### config.mk
export PLATFORM = sky130hd
export DESIGN_NAME = hd44780_nybbler_flat
export DESIGN_NICKNAME = d
export VERILOG_FILES = /design/src/rtl/hd44780_pkg.sv /design/src/rtl/hd44780_nybbler_if.sv /design/src/rtl/hd44780_delay_ctr.sv /design/src/rtl/hd44780_nybbler.sv /design/src/flat_wrapper.sv
export SDC_FILE = /design/constraint.sdc
export NUM_CORES = 1
export LEC_CHECK = 0
export ABC_AREA = 1
export CAP_MARGIN = 20
export CORE_ASPECT_RATIO = 1.75
export CORE_MARGIN = 2
export CORE_UTILIZATION = 25
export DETAILED_ROUTE_END_ITERATION = 16
export MAX_ROUTING_LAYER = met4
export PLACE_DENSITY = 0.54
export SYNTH_ARGS = -nofsm -noshare
export SYNTH_HDL_FRONTEND = slang
export SYNTH_SLANG_ARGS = --single-unit
export TNS_END_PERCENT = 100
### constraint.sdc
create_clock -name CLK_I -period 2.8 [get_ports CLK_I]
set_clock_uncertainty 0.05 [all_clocks]
set_input_delay 0.42 -clock CLK_I [delete_from_list [all_inputs] [get_ports CLK_I]]
set_output_delay 0.42 -clock CLK_I [all_outputs]
set_load 0.02 [all_outputs]
### src/rtl/hd44780_pkg.sv
// Shared HD44780 definitions: transmit FSM encoding, default timing at the project clock,
// and the command opcodes the init/command sequencer issues.
package hd44780_pkg;

    typedef enum logic [2:0] {
        StIdle,
        StSetup,
        StEhigh,
        StHold,
        StGap,
        StExec,
        StAck
    } nyb_state_e;

    localparam int unsigned DEF_T_AS   = 2;
    localparam int unsigned DEF_T_PWEH = 12;
    localparam int unsigned DEF_T_H    = 2;
    localparam int unsigned DEF_T_GAP  = 48;
    localparam int unsigned DEF_T_EXEC = 1800;
    localparam int unsigned DEF_T_LONG = 73000;
    localparam int unsigned DEF_CNT_W  = 17;

    localparam logic [7:0] CMD_CLEAR        = 8'h01;
    localparam logic [7:0] CMD_HOME         = 8'h02;
    localparam logic [7:0] CMD_ENTRY_INC    = 8'h06;
    localparam logic [7:0] CMD_DISPLAY_ON   = 8'h0C;
    localparam logic [7:0] CMD_DISPLAY_OFF  = 8'h08;
    localparam logic [7:0] CMD_FUNC_4BIT_2L = 8'h28;
    localparam logic [7:0] CMD_SET_DDRAM    = 8'h80;
    // Sent with NYB_ONLY during power-on: wake-up (8-bit) and switch to 4-bit mode
    localparam logic [7:0] INIT_NYB_8BIT    = 8'h30;
    localparam logic [7:0] INIT_NYB_4BIT    = 8'h20;

endpackage

### src/rtl/hd44780_nybbler_if.sv
// Request/acknowledge bus between the command sequencer (master) and the nybbler (slave).
interface hd44780_nybbler_if;

    logic       STB_I;
    logic [7:0] DAT_I;
    logic       RS_I;
    logic       NYB_ONLY_I;
    logic       LONG_I;
    logic       ACK_O;
    logic       BUSY_O;

    modport master (
        output STB_I, DAT_I, RS_I, NYB_ONLY_I, LONG_I,
        input  ACK_O, BUSY_O
    );

    modport slave (
        input  STB_I, DAT_I, RS_I, NYB_ONLY_I, LONG_I,
        output ACK_O, BUSY_O
    );

endinterface

### src/rtl/hd44780_delay_ctr.sv
// Loadable down-counter that stops at zero; shared by the nybbler and the power-on sequencer.
module hd44780_delay_ctr #(
    parameter int unsigned CNT_W = 17
) (
    input  logic             CLK_I,
    input  logic             RST_I,
    input  logic             LOAD_I,
    input  logic [CNT_W-1:0] VAL_I,
    output logic             ZERO_O
);

    logic [CNT_W-1:0] cnt_q;
    logic [CNT_W-1:0] cnt_d;

    always_comb begin
        cnt_d = cnt_q;
        if (LOAD_I) begin
            cnt_d = VAL_I;
        end else if (cnt_q != '0) begin
            cnt_d = cnt_q - 1'b1;
        end
    end

    always_ff @(posedge CLK_I) begin
        if (RST_I) begin
            cnt_q <= '0;
        end else begin
            cnt_q <= cnt_d;
        end
    end

    assign ZERO_O = (cnt_q == '0);

endmodule

### src/rtl/hd44780_nybbler.sv
// HD44780 4-bit bus transmit engine: splits a byte into nybbles and generates E strobes
// with setup, pulse, hold, inter-nybble gap and execution delays.
module hd44780_nybbler
    import hd44780_pkg::*;
#(
    parameter int unsigned T_AS   = DEF_T_AS,
    parameter int unsigned T_PWEH = DEF_T_PWEH,
    parameter int unsigned T_H    = DEF_T_H,
    parameter int unsigned T_GAP  = DEF_T_GAP,
    parameter int unsigned T_EXEC = DEF_T_EXEC,
    parameter int unsigned T_LONG = DEF_T_LONG,
    parameter int unsigned CNT_W  = DEF_CNT_W
) (
    input  logic                     CLK_I,
    input  logic                     RST_I,
    hd44780_nybbler_if.slave         bus,
    output logic                     LCD_RS,
    output logic                     LCD_RW,
    output logic                     LCD_E,
    output logic [3:0]               LCD_DB
);

    localparam int unsigned CNT_LIM = 1 << CNT_W;

    if (T_AS < 1 || T_PWEH < 1 || T_H < 1 || T_GAP < 1 || T_EXEC < 1 || T_LONG < 1 ||
        T_AS >= CNT_LIM || T_PWEH >= CNT_LIM || T_H >= CNT_LIM || T_GAP >= CNT_LIM ||
        T_EXEC >= CNT_LIM || T_LONG >= CNT_LIM) begin : g_bad_timing
        $error("hd44780_nybbler: timing parameter out of range for CNT_W");
    end

    nyb_state_e state_q, state_d;

    logic [7:0] byte_q, byte_d;
    logic       rs_q, rs_d;
    logic       nyb_only_q, nyb_only_d;
    logic       long_q, long_d;
    logic       hi_q, hi_d;

    logic       latch;
    logic       hi_clr;
    logic       cnt_zero;
    logic       cnt_load;
    logic [CNT_W-1:0] cnt_val;

    logic       ack_q, busy_q, lcd_e_q, lcd_rs_q;
    logic [3:0] lcd_db_q;
    logic [3:0] nyb_sel;

    always_comb begin
        state_d = state_q;
        latch   = 1'b0;
        hi_clr  = 1'b0;
        unique case (state_q)
            StIdle: begin
                if (bus.STB_I) begin
                    state_d = StSetup;
                    latch   = 1'b1;
                end
            end
            StSetup: if (cnt_zero) state_d = StEhigh;
            StEhigh: if (cnt_zero) state_d = StHold;
            StHold: begin
                if (cnt_zero) state_d = (hi_q && !nyb_only_q) ? StGap : StExec;
            end
            StGap: begin
                if (cnt_zero) begin
                    state_d = StSetup;
                    hi_clr  = 1'b1;
                end
            end
            StExec: if (cnt_zero) state_d = StAck;
            // A request present during ACK is taken immediately: back-to-back, no idle gap
            StAck: begin
                if (bus.STB_I) begin
                    state_d = StSetup;
                    latch   = 1'b1;
                end else begin
                    state_d = StIdle;
                end
            end
            default: state_d = StIdle;
        endcase
    end

    always_comb begin
        byte_d     = latch ? bus.DAT_I      : byte_q;
        rs_d       = latch ? bus.RS_I       : rs_q;
        nyb_only_d = latch ? bus.NYB_ONLY_I : nyb_only_q;
        long_d     = latch ? bus.LONG_I     : long_q;
        hi_d       = latch ? 1'b1 : (hi_clr ? 1'b0 : hi_q);
        nyb_sel    = hi_d ? byte_d[7:4] : byte_d[3:0];
    end

    // Every state entry reloads the counter with (duration - 1)
    always_comb begin
        cnt_load = (state_d != state_q);
        cnt_val  = '0;
        unique case (state_d)
            StSetup: cnt_val = CNT_W'(T_AS - 1);
            StEhigh: cnt_val = CNT_W'(T_PWEH - 1);
            StHold:  cnt_val = CNT_W'(T_H - 1);
            StGap:   cnt_val = CNT_W'(T_GAP - 1);
            StExec:  cnt_val = long_d ? CNT_W'(T_LONG - 1) : CNT_W'(T_EXEC - 1);
            default: cnt_val = '0;
        endcase
    end

    hd44780_delay_ctr #(
        .CNT_W (CNT_W)
    ) u_delay_ctr (
        .CLK_I  (CLK_I),
        .RST_I  (RST_I),
        .LOAD_I (cnt_load),
        .VAL_I  (cnt_val),
        .ZERO_O (cnt_zero)
    );

    always_ff @(posedge CLK_I) begin
        if (RST_I) begin
            state_q    <= StIdle;
            byte_q     <= '0;
            rs_q       <= 1'b0;
            nyb_only_q <= 1'b0;
            long_q     <= 1'b0;
            hi_q       <= 1'b0;
            ack_q      <= 1'b0;
            busy_q     <= 1'b0;
            lcd_e_q    <= 1'b0;
            lcd_rs_q   <= 1'b0;
            lcd_db_q   <= '0;
        end else begin
            state_q    <= state_d;
            byte_q     <= byte_d;
            rs_q       <= rs_d;
            nyb_only_q <= nyb_only_d;
            long_q     <= long_d;
            hi_q       <= hi_d;
            ack_q      <= (state_d == StAck);
            busy_q     <= (state_d != StIdle);
            lcd_e_q    <= (state_d == StEhigh);
            lcd_rs_q   <= (state_d == StIdle) ? 1'b0 : rs_d;
            lcd_db_q   <= (state_d == StIdle) ? 4'h0 : nyb_sel;
        end
    end

    assign bus.ACK_O  = ack_q;
    assign bus.BUSY_O = busy_q;
    assign LCD_E      = lcd_e_q;
    assign LCD_RS     = lcd_rs_q;
    assign LCD_DB     = lcd_db_q;
    assign LCD_RW     = 1'b0;

endmodule

### src/flat_wrapper.sv
// flat-port wrapper written by rule: the top's interface ports become plain ports
module hd44780_nybbler_flat import hd44780_pkg::*;
#(
    parameter int unsigned T_AS   = DEF_T_AS,
    parameter int unsigned T_PWEH = DEF_T_PWEH,
    parameter int unsigned T_H    = DEF_T_H,
    parameter int unsigned T_GAP  = DEF_T_GAP,
    parameter int unsigned T_EXEC = DEF_T_EXEC,
    parameter int unsigned T_LONG = DEF_T_LONG,
    parameter int unsigned CNT_W  = DEF_CNT_W
)
  (CLK_I, RST_I, LCD_RS, LCD_RW, LCD_E, LCD_DB, bus_STB_I, bus_DAT_I, bus_RS_I, bus_NYB_ONLY_I, bus_LONG_I, bus_ACK_O, bus_BUSY_O);
  hd44780_nybbler_if bus_i ();
  input  logic CLK_I;
  input  logic RST_I;
  output logic LCD_RS;
  output logic LCD_RW;
  output logic LCD_E;
  output logic [3:0] LCD_DB;
  input wire logic [$bits(bus_i.STB_I)-1:0] bus_STB_I;
  input wire logic [$bits(bus_i.DAT_I)-1:0] bus_DAT_I;
  input wire logic [$bits(bus_i.RS_I)-1:0] bus_RS_I;
  input wire logic [$bits(bus_i.NYB_ONLY_I)-1:0] bus_NYB_ONLY_I;
  input wire logic [$bits(bus_i.LONG_I)-1:0] bus_LONG_I;
  output wire logic [$bits(bus_i.ACK_O)-1:0] bus_ACK_O;
  output wire logic [$bits(bus_i.BUSY_O)-1:0] bus_BUSY_O;
  assign bus_i.STB_I = bus_STB_I;
  assign bus_i.DAT_I = bus_DAT_I;
  assign bus_i.RS_I = bus_RS_I;
  assign bus_i.NYB_ONLY_I = bus_NYB_ONLY_I;
  assign bus_i.LONG_I = bus_LONG_I;
  assign bus_ACK_O = bus_i.ACK_O;
  assign bus_BUSY_O = bus_i.BUSY_O;
  hd44780_nybbler #(.T_AS(T_AS), .T_PWEH(T_PWEH), .T_H(T_H), .T_GAP(T_GAP), .T_EXEC(T_EXEC), .T_LONG(T_LONG), .CNT_W(CNT_W)) u_core (.CLK_I(CLK_I), .RST_I(RST_I), .bus(bus_i), .LCD_RS(LCD_RS), .LCD_RW(LCD_RW), .LCD_E(LCD_E), .LCD_DB(LCD_DB));
endmodule
==> run metrics, run 1 <==
clock tree from TritonCTS=yes; row count=between 40 and 50; share of cells above drive strength 1=approximately a quarter; number of placed instances with taps included=approximately 410; nets=around 310; Most Crowded Layer GR=met2; highest clock rate=448.7 MHz; synth unique cells=42; DRT Pass-1 Iters=4; antenna-violating nets left=0; Syn Inst Count=roughly 270; first-pass GRT wire length=approximately 9 mm; Clock Sinks=40; RSZ-0062 raised after global routing=false; final cell count without fillers=between 400 and 500; initial antenna violation count=0; PortBufs=21; total CTS buffers=5; Setup crit end kind=flip-flop; Core Util, Final=a little under a third; WS Path Type=reg2reg; Final min period=2.229 ns; clk_lat worst skew=a little under 0.3 ns; 1st-iter DRT viols=25; MaxCap Viol Count=0; reg2reg setup slack=0.57 ns; YS warnings=0; met3 usage in global routing=between 1.5 and 2%; Seq. cell area=800.8 µm²; Clock transition at path regs=roughly 0.06 ns; H-tree levels=2; largest net degree at the start of global routing=16; Post-synth EDFFs=0; met2 Usage GRT=a little under a quarter; Worst Path Arrival=approximately 2.4 ns; clock buffer depth=2; Routed WL=between 5 and 6 mm; detailed-route via count=roughly 1,800; post-synth net total=287; total core area=approximately 8600 µm²; die area=~9600 µm²; mapped cell area=between 2000 and 2500 µm²; register bit total from synthesis=40; GRT Total Usage=~13%; Worst Hold Depth=2; Initial Util=approximately a quarter; antenna cells=0; most frequent cells in the layout=nand2_1, dfxtp_1, nor2_1, inv_1, clkdlybuf4s50_1; # resized after CTS=0; P&R area growth vs syn=24.63%; Post-DP HPWL=4.218 mm; Overflow after GRT=0; routability cong.=about 0.92; Post-synth top flop=dfxtp_1; commonest non-fill, non-tap cell in the layout=nand2_1; met1 usage=approximately 11%; height of the chip=127.9 µm; HP Class=reg2reg; Final Setup Violations=0; Final Hold Viols=0; asr flop ratio synth=0%; via-per-instance ratio=roughly 4.3; Setup Total Neg Slack=0 ns; filler instances=~920; Syn Area/Cell=8.098 µm²; crit path max fanout=10; die width=approximately 75 µm; drt wl/cell=~13 µm; postcts setup bufs=0; io pins=23; Worst R2R Path Depth=17; Max Transition Viols Final=0; Final Cycle Share=between 70% and 80%; Seq/Total Area, Yosys=36.49%; Startpoint Class=flip-flop; Data required, critical path=2.94 ns; area taken by multi-input logic gates=1251 µm²; Root Driver=clkbuf_16; Remaining DRCs=0; vias in the first global route=between 1,500 and 2,000; Hold Buf Count CTS=0; status=complete, no violations
routing by layer:
metal  up-vias  wire, µm
li1        918         -
met1       815      1808
met2        27      3131
met3        10       102
met4         0       187
met5         -         0
cell usage after synthesis (5+ instances only):
master / instances / area share (%)
nor2_1: 32 / 5.5
nand2_2: 9 / 2.6
nand4_1: 6 / 1.7
nand2_4: 8 / 4.1
a21oi_1: 7 / 1.6
nand2_1: 46 / 7.9
mux2i_1: 5 / 2.3
xor2_1: 7 / 2.8
nor2_4: 5 / 2.6
nor2_2: 10 / 2.9
inv_1: 26 / 4.4
nor3_1: 5 / 1.1
a21oi_2: 8 / 3.2
nand3_1: 8 / 1.8
dfxtp_1: 40 / 36
o21ai_0: 10 / 2.3
final cells by class:
class	instances	area share (%)
clock buffer	6	5.078
multi-input combinational	196	45.75
inverter	30	4.346
clock inverter	2	1.418
timing repair buffer	25	8.783
tap	117	5.352
sequential	40	29.28
cell families after synthesis:
family / after synthesis / share of synthesized area (%)
other cells: 1 / 0.1709
buf+inv: 35 / 6.499
xor+xnor: 11 / 4.390
fa+ha+maj: 2 / 1.140
flops: 40 / 36.49
mux: 5 / 2.281
simple gates: 143 / 38.60
compound gates: 34 / 10.43
state kept, by name, indices dropped and copies added (netlist names):
register,flops
u_core.LCD_DB,4
u_core.LCD_E,1
u_core.LCD_RS,1
u_core.bus.ACK_O,1
u_core.bus.BUSY_O,1
u_core.byte_q,8
u_core.hi_q,1
u_core.long_q,1
u_core.nyb_only_q,1
u_core.rs_q,1
u_core.state_q,3
u_core.u_delay_ctr.cnt_q,17
path summary, 6_finish.rpt:
path                                       startpoint                                        to
max          u_core.u_delay_ctr.cnt_q[0]$_SDFFE_PP0P_  u_core.u_delay_ctr.cnt_q[1]$_SDFFE_PP0P_
min reg2reg               u_core.byte_q[2]$_SDFF_PP0_               u_core.byte_q[2]$_SDFF_PP0_
min                       u_core.byte_q[2]$_SDFF_PP0_               u_core.byte_q[2]$_SDFF_PP0_
max reg2reg  u_core.u_delay_ctr.cnt_q[0]$_SDFFE_PP0P_  u_core.u_delay_ctr.cnt_q[1]$_SDFFE_PP0P_
through the flow:
| stage | hold slack [ns] | setup WS (ns) | instance area, µm² |
|---|---|---|---|
| after detailed placement | 0.4117 | 0.6138 | 2557 |
| after global routing | 0.4400 | 0.3315 | 2735 |
| final | 0.4154 | 0.5714 | 2735 |
| after global placement | 0.4053 | 0.6418 | 2557 |
| after floorplan | 0.3922 | 0.8594 | 2195 |
| after CTS | 0.4204 | 0.5726 | 2735 |
critical path, stage by stage (launching register included):
cell	delay [ns]
dfxtp_1	0.32
inv_1	0.11
ha_1	0.15
inv_1	0.04
nor2_1	0.13
nand2_1	0.11
nor2_4	0.13
nand2_4	0.08
clkinv_2	0.10
nand3_1	0.09
nand2_2	0.16
nand2_4	0.12
nand2_4	0.10
nand2_8	0.09
nand3_4	0.12
inv_1	0.07
nor2_2	0.11
nor2_2	0.03
Power of run 1 is left out: the tool's default activity adds up to more than one toggle a clock period on the data nets, which glitch-free logic cannot reach.
==> run 2: changes to the inputs <==
==> constraint.sdc (replaced) <==
create_clock -name CLK_I -period 2.11 [get_ports CLK_I]
set_clock_uncertainty 0.05 [all_clocks]
set_input_delay 0.3165 -clock CLK_I [delete_from_list [all_inputs] [get_ports CLK_I]]
set_output_delay 0.3165 -clock CLK_I [all_outputs]
set_load 0.02 [all_outputs]
==> run metrics, run 2 (synthesized netlist as in run 1, its figures left out) <==
Max Transition Viols Final=0 (unchanged); DP Worst Slack=-0.01627 ns (-0.6301 ns); Clock Sinks=40 (unchanged); GRT Total Usage=13.23% (+0.46 points); clock buffer depth=2 (unchanged); Core Util, Final=34.55% (+2.8 points); area taken by multi-input logic gates=1320 µm² (+5.5%); Hold Buf Count CTS=0 (unchanged); DRT Pass-1 Iters=4 (unchanged); vias in the first global route=1,844 (+1.8%); Setup crit end kind=flip-flop; MaxCap Viol Count=0 (unchanged); Reg2Reg Launch Point=u_core.u_delay_ctr.cnt_q[1]$_SDFFE_PP0P_; first-pass GRT wire length=8.880 mm (+0.54%); number of flip-flops under the largest register name=17 (unchanged); antenna-violating nets left=0 (unchanged); Worst Hold Depth=2 (unchanged); reg2reg setup slack=-0.007 ns (-0.58 ns); violated checks=setup timing; initial antenna violation count=0 (unchanged); Overflow after GRT=0 (unchanged); routability cong.=0.9234 (+0.44%); Final Hold Viols=0 (unchanged); Initial Util=25.48% (unchanged); HP Class=reg2reg; RR Endpoint=u_core.u_delay_ctr.cnt_q[1]$_SDFFE_PP0P_; most frequent cells in the layout=nand2_1, dfxtp_1, nor2_1, buf_4, inv_1; Worst R2R Path Depth=17 (unchanged); RSZ-0062 raised after global routing=true; Data required, critical path=2.24 ns (-0.70 ns); clock tree from TritonCTS=yes; nets=335 (+6.7%); crit path max fanout=8 (-2); Worst Path Arrival=2.25 ns (-0.12 ns); Final Cycle Share=100.3% (+21 points); final worst setup slack=-0.006853 ns (-0.5782 ns); commonest non-fill, non-tap cell in the layout=nand2_1; antenna cells=0 (unchanged); Root Driver=clkbuf_16; Remaining DRCs=0 (unchanged); Clock transition at path regs=0.06 ns (about the same); io pins=23 (unchanged); worst hold start=u_core.byte_q[2]$_SDFF_PP0_; die width=74.83 µm (unchanged); clk_lat worst skew=0.28 ns (about the same); Seq. cell area=803.3 µm² (+0.31%); largest net degree at the start of global routing=17 (+1); PortBufs=21 (unchanged); detailed-route via count=1,888 (+6.7%); share of cells above drive strength 1=31.87% (+7.8 points); Routed WL=5.717 mm (+9.4%); row count=45 (unchanged); worst hold path endpoint=u_core.byte_q[2]$_SDFF_PP0_; status=finished with violations; total core area=8615 µm² (unchanged); total CTS buffers=5 (unchanged); Final min period=2.117 ns (-0.1118 ns); via-per-instance ratio=4.320 (+1.5%); WS Path Type=reg2reg; filler instances=906 (-1.7%); 1st-iter DRT viols=49 (+96%); height of the chip=127.9 µm (unchanged); Final Setup Violations=1 (+1); P&R area growth vs syn=35.63%; H-tree levels=2 (unchanged); highest clock rate=472.4 MHz (+5.3%); Most flops, register=u_core.u_delay_ctr.cnt_q; Post-DP HPWL=4.525 mm (+7.3%); die area=9573 µm² (unchanged); Startpoint Class=flip-flop; drt wl/cell=13.08 µm (+4.1%)
[run 2: cell count changes in the layout (fill, tap and decap cells not counted), sizes merged]
cell,delta
buf,+20
clkbuf,+1
clkinv,-1
nand2,+1
[run 2: cell type report]
class | count | share of cell area [%]
multi-input combinational | 197 | 44.35
sequential | 40 | 26.99
timing repair buffer | 45 | 13.54
clock buffer | 7 | 5.128
tap | 117 | 4.918
inverter | 30 | 4.077
clock inverter | 1 | 1.009
[run 2: metrics by stage]
step	setup TNS [ns]	area, µm²	hold WS [ns]	std cells
after floorplan	0	2195	0.3922	271
after global placement	0	2640	0.4069	419
after detailed placement	-0.04825	2640	0.4076	419
after CTS	0	2845	0.4167	430
after global routing	-1.105	2977	0.4382	437
final	-0.006853	2977	0.4177	437
[run 2: per-layer routing]
metal  track usage [%]  vias up  part of all wire, %  wire length, µm
met5                 -        -                    0                0
met4             8.718        0                  5.0              287
met3             1.730       13                  1.9              108
met2             24.82       36                   60             3424
met1             11.53      872                   33             1897
li1                  -      967                    -                -
[run 2: worst max-delay path, stage by stage, from the launching register on]
cell	delay (ns)
dfxtp_2	0.32
inv_2	0.07
ha_4	0.13
inv_2	0.04
nor2_4	0.10
nand2_2	0.07
nor2_4	0.17
nand3_4	0.11
nor2_4	0.19
nor2_8	0.08
nand2_4	0.10
nand2_4	0.09
nand2_8	0.12
nand2_8	0.09
nand2_4	0.08
nand2_2	0.04
nor2_2	0.11
nor2_2	0.03
[run 2: worst max-delay path by stage]
stage                                                         from                                        end  depth (start not counted)
final                     u_core.u_delay_ctr.cnt_q[1]$_SDFFE_PP0P_   u_core.u_delay_ctr.cnt_q[1]$_SDFFE_PP0P_                         17
after global routing      u_core.u_delay_ctr.cnt_q[1]$_SDFFE_PP0P_   u_core.u_delay_ctr.cnt_q[1]$_SDFFE_PP0P_                         17
after CTS                 u_core.u_delay_ctr.cnt_q[1]$_SDFFE_PP0P_  u_core.u_delay_ctr.cnt_q[13]$_SDFFE_PP0P_                         16
after detailed placement  u_core.u_delay_ctr.cnt_q[1]$_SDFFE_PP0P_  u_core.u_delay_ctr.cnt_q[13]$_SDFFE_PP0P_                         17
after global placement    u_core.u_delay_ctr.cnt_q[1]$_SDFFE_PP0P_  u_core.u_delay_ctr.cnt_q[14]$_SDFFE_PP0P_                         17
after floorplan           u_core.u_delay_ctr.cnt_q[0]$_SDFFE_PP0P_   u_core.u_delay_ctr.cnt_q[1]$_SDFFE_PP0P_                         17
[run 2: repair_timing]
action                     CTS  global route
setup buffers                3             6
hold endpoints to repair     0             0
pin swaps                    0            12
cloned                       0             1
gates resized for setup      0            17
setup endpoints to repair    6            22
Power of run 2 is left out for the same reason.
==> run 3: changes to the inputs <==
--- a/config.mk
+++ b/config.mk
@@ -9,10 +9,11 @@
 export CAP_MARGIN = 20
 export CORE_ASPECT_RATIO = 1.75
 export CORE_MARGIN = 2
-export CORE_UTILIZATION = 25
+export CORE_UTILIZATION = 50
+export CTS_CLUSTER_SIZE = 14
 export DETAILED_ROUTE_END_ITERATION = 16
 export MAX_ROUTING_LAYER = met4
-export PLACE_DENSITY = 0.54
+export PLACE_DENSITY = 0.84
 export SYNTH_ARGS = -nofsm -noshare
 export SYNTH_HDL_FRONTEND = slang
 export SYNTH_SLANG_ARGS = --single-unit
==> constraint.sdc (replaced) <==
create_clock -name CLK_I -period 2.11 [get_ports CLK_I]
set_clock_uncertainty 0.05 [all_clocks]
set_input_delay 0.3165 -clock CLK_I [delete_from_list [all_inputs] [get_ports CLK_I]]
set_output_delay 0.3165 -clock CLK_I [all_outputs]
set_load 0.05 [all_outputs]
==> run metrics, run 3 (synthesized netlist as in run 1, its figures left out) <==
status=complete, no violations; met2 wire length=3.422 mm (about the same); io pins=23 (unchanged); height of the chip=91.64 µm (-28%); die area=4956 µm² (-48%); Clock Sinks=40 (unchanged); Initial Util=52.39% (+27 points); reg2reg setup slack=0.05 ns (+0.06 ns); Remaining DRCs=0 (unchanged); nets=334 (-0.30%); Routed WL=5.740 mm (+0.40%); Data required, critical path=2.23 ns (about the same); met3 WL=155 µm (+44%); GRT Total Usage=27.72% (+14 points); Final min period=2.058 ns (-0.05934 ns); RSZ-0062 raised after global routing=true; die width=54.08 µm (-28%); Most flops, register=u_core.u_delay_ctr.cnt_q; filler instances=303 (-67%); total core area=4189 µm² (-51%); largest net degree at the start of global routing=15 (-2); worst hold start=u_core.byte_q[3]$_SDFF_PP0_; antenna-violating nets left=0 (unchanged); share of cells above drive strength 1=32.92% (+1.0 points); Slew @ Worst Pin=about 0.5 ns; Reg2Reg Launch Point=u_core.u_delay_ctr.cnt_q[1]$_SDFFE_PP0P_; Final Setup Violations=0 (-1); Worst R2R Path Depth=15 (-2); clock buffer depth=2 (unchanged); row count=31 (-31%); first-pass GRT wire length=9.666 mm (+8.9%); Slew headroom=approximately 66%; via-per-instance ratio=5.457 (+26%); HP Class=reg2reg; buffer and inverter count on the worst path=2 (unchanged); clock tree from TritonCTS=yes; PortBufs=21 (unchanged); highest clock rate=486.0 MHz (+2.9%); family with the most delay on the worst path=simple AND/OR/NAND/NOR gates; detailed-route via count=2,008 (+6.4%); Setup crit end kind=flip-flop; Clock transition at path regs=0.08 ns (+0.02 ns); P&R area growth vs syn=29.19%; drt wl/cell=15.60 µm (+19%); M1 wire length=1.721 mm (-9.3%); Startpoint Class=flip-flop; RR Endpoint=u_core.u_delay_ctr.cnt_q[3]$_SDFFE_PP0P_; routability cong.=1.043 (+13%); Root Driver=clkbuf_8; Setup Total Neg Slack=0 ns (+0.006853 ns); DRT Pass-1 Iters=4 (unchanged); number of flip-flops under the largest register name=17 (unchanged); Cell Chain, Critical Path=inv_2, ha_4, inv_2, nor2_4, nand2_2, nor2_4, nand2_4, a21oi_2, nand2_2, nand2_4, nand2_4, nand2_8, nand3_4, nand2_4, a21oi_2; Post-DP HPWL=4.341 mm (-4.1%); Top cell by count, worst path=nand2_4; clk_lat worst skew=0.29 ns (about the same); commonest non-fill, non-tap cell in the layout=nand2_1; crit path max fanout=7 (-1); MaxCap Viol Count=0 (unchanged); most frequent cells in the layout=nand2_1, dfxtp_1, nor2_1, inv_1, buf_4; Worst Path Arrival=2.18 ns (-0.07 ns); Overflow after GRT=0 (unchanged); Max Transition Viols Final=0 (unchanged); Final Hold Viols=0 (unchanged); vias in the first global route=2,171 (+18%); WS Path Type=reg2reg; total CTS buffers=5 (unchanged); 1st-iter DRT viols=55 (+12%); Largest stage delay, worst path=0.33 ns (about the same); Worst Hold Depth=2 (unchanged); antenna cells=0 (unchanged); H-tree levels=2 (unchanged); Hold Buf Count CTS=0 (unchanged); DR top layer=met4; Slowest cell on crit path=dfxtp_1; worst hold path endpoint=u_core.byte_q[3]$_SDFF_PP0_; Final Cycle Share=97.51% (-2.8 points); initial antenna violation count=0 (unchanged)
-- run 3: stage by stage --
step                setup slack [ns]  std cells  instance area [µm²]  util (%)  hold slack [ns]
finish                       0.05249        368                 2835     67.68           0.4171
global route                -0.09197        368                 2835     67.68           0.4452
CTS                          0.01467        363                 2740     65.41           0.4179
detailed placement          -0.02519        350                 2547     60.81           0.4058
global placement             0.02371        350                 2547     60.81           0.3987
floorplan                     0.1694        271                 2195         -           0.3922
-- run 3: how the worst max path moves through the flow --
stage / start / to / slack (ns) / cells after the start
2_1_floorplan: u_core.u_delay_ctr.cnt_q[0]$_SDFFE_PP0P_ / u_core.u_delay_ctr.cnt_q[1]$_SDFFE_PP0P_ / 0.17 / 17
3_3_place_gp: u_core.u_delay_ctr.cnt_q[0]$_SDFFE_PP0P_ / u_core.u_delay_ctr.cnt_q[3]$_SDFFE_PP0P_ / 0.02 / 15
3_5_place_dp: u_core.u_delay_ctr.cnt_q[0]$_SDFFE_PP0P_ / u_core.u_delay_ctr.cnt_q[1]$_SDFFE_PP0P_ / -0.03 / 15
4_1_cts: u_core.u_delay_ctr.cnt_q[0]$_SDFFE_PP0P_ / u_core.u_delay_ctr.cnt_q[1]$_SDFFE_PP0P_ / 0.01 / 15
5_1_grt: u_core.u_delay_ctr.cnt_q[0]$_SDFFE_PP0P_ / u_core.u_delay_ctr.cnt_q[1]$_SDFFE_PP0P_ / -0.09 / 17
6_report: u_core.u_delay_ctr.cnt_q[1]$_SDFFE_PP0P_ / u_core.u_delay_ctr.cnt_q[3]$_SDFFE_PP0P_ / 0.05 / 15
-- run 3: worst reg2reg max path, delay by kind of cell, from the launching register on --
kind	cells	cell delay [ns]
AOI/OAI and AO/OA	2	0.21
adders and majority gates	1	0.14
buffers and inverters	2	0.13
DFF	1	0.33
and+or+nand+nor	10	1.10
-- run 3: final cells by class --
| cell class | count | area, µm² | share of cell area (%) |
|---|---|---|---|
| Clock inverter | 2 | 35.03 | 1.236 |
| Timing Repair Buffer | 44 | 395.4 | 13.95 |
| Sequential cell | 40 | 802.0 | 28.29 |
| Tap cell | 49 | 61.31 | 2.162 |
| Clock buffer | 6 | 72.57 | 2.560 |
| Multi-Input combinational cell | 197 | 1348 | 47.53 |
| Inverter | 30 | 121.4 | 4.281 |
-- run 3: what timing repair did --
action,CTS,global route
setup endpoints to repair,2,21
setup buffers,4,5
pin swaps,10,15
gates cloned,1,0
gates resized for setup,10,13
-- run 3: layer usage --
metal,up-vias,track usage (%)
met5,-,-
met2,73,51.73
li1,958,-
met1,932,23.23
met3,45,4.235
met4,0,17.50
Power of run 3 is left out for the same reason.
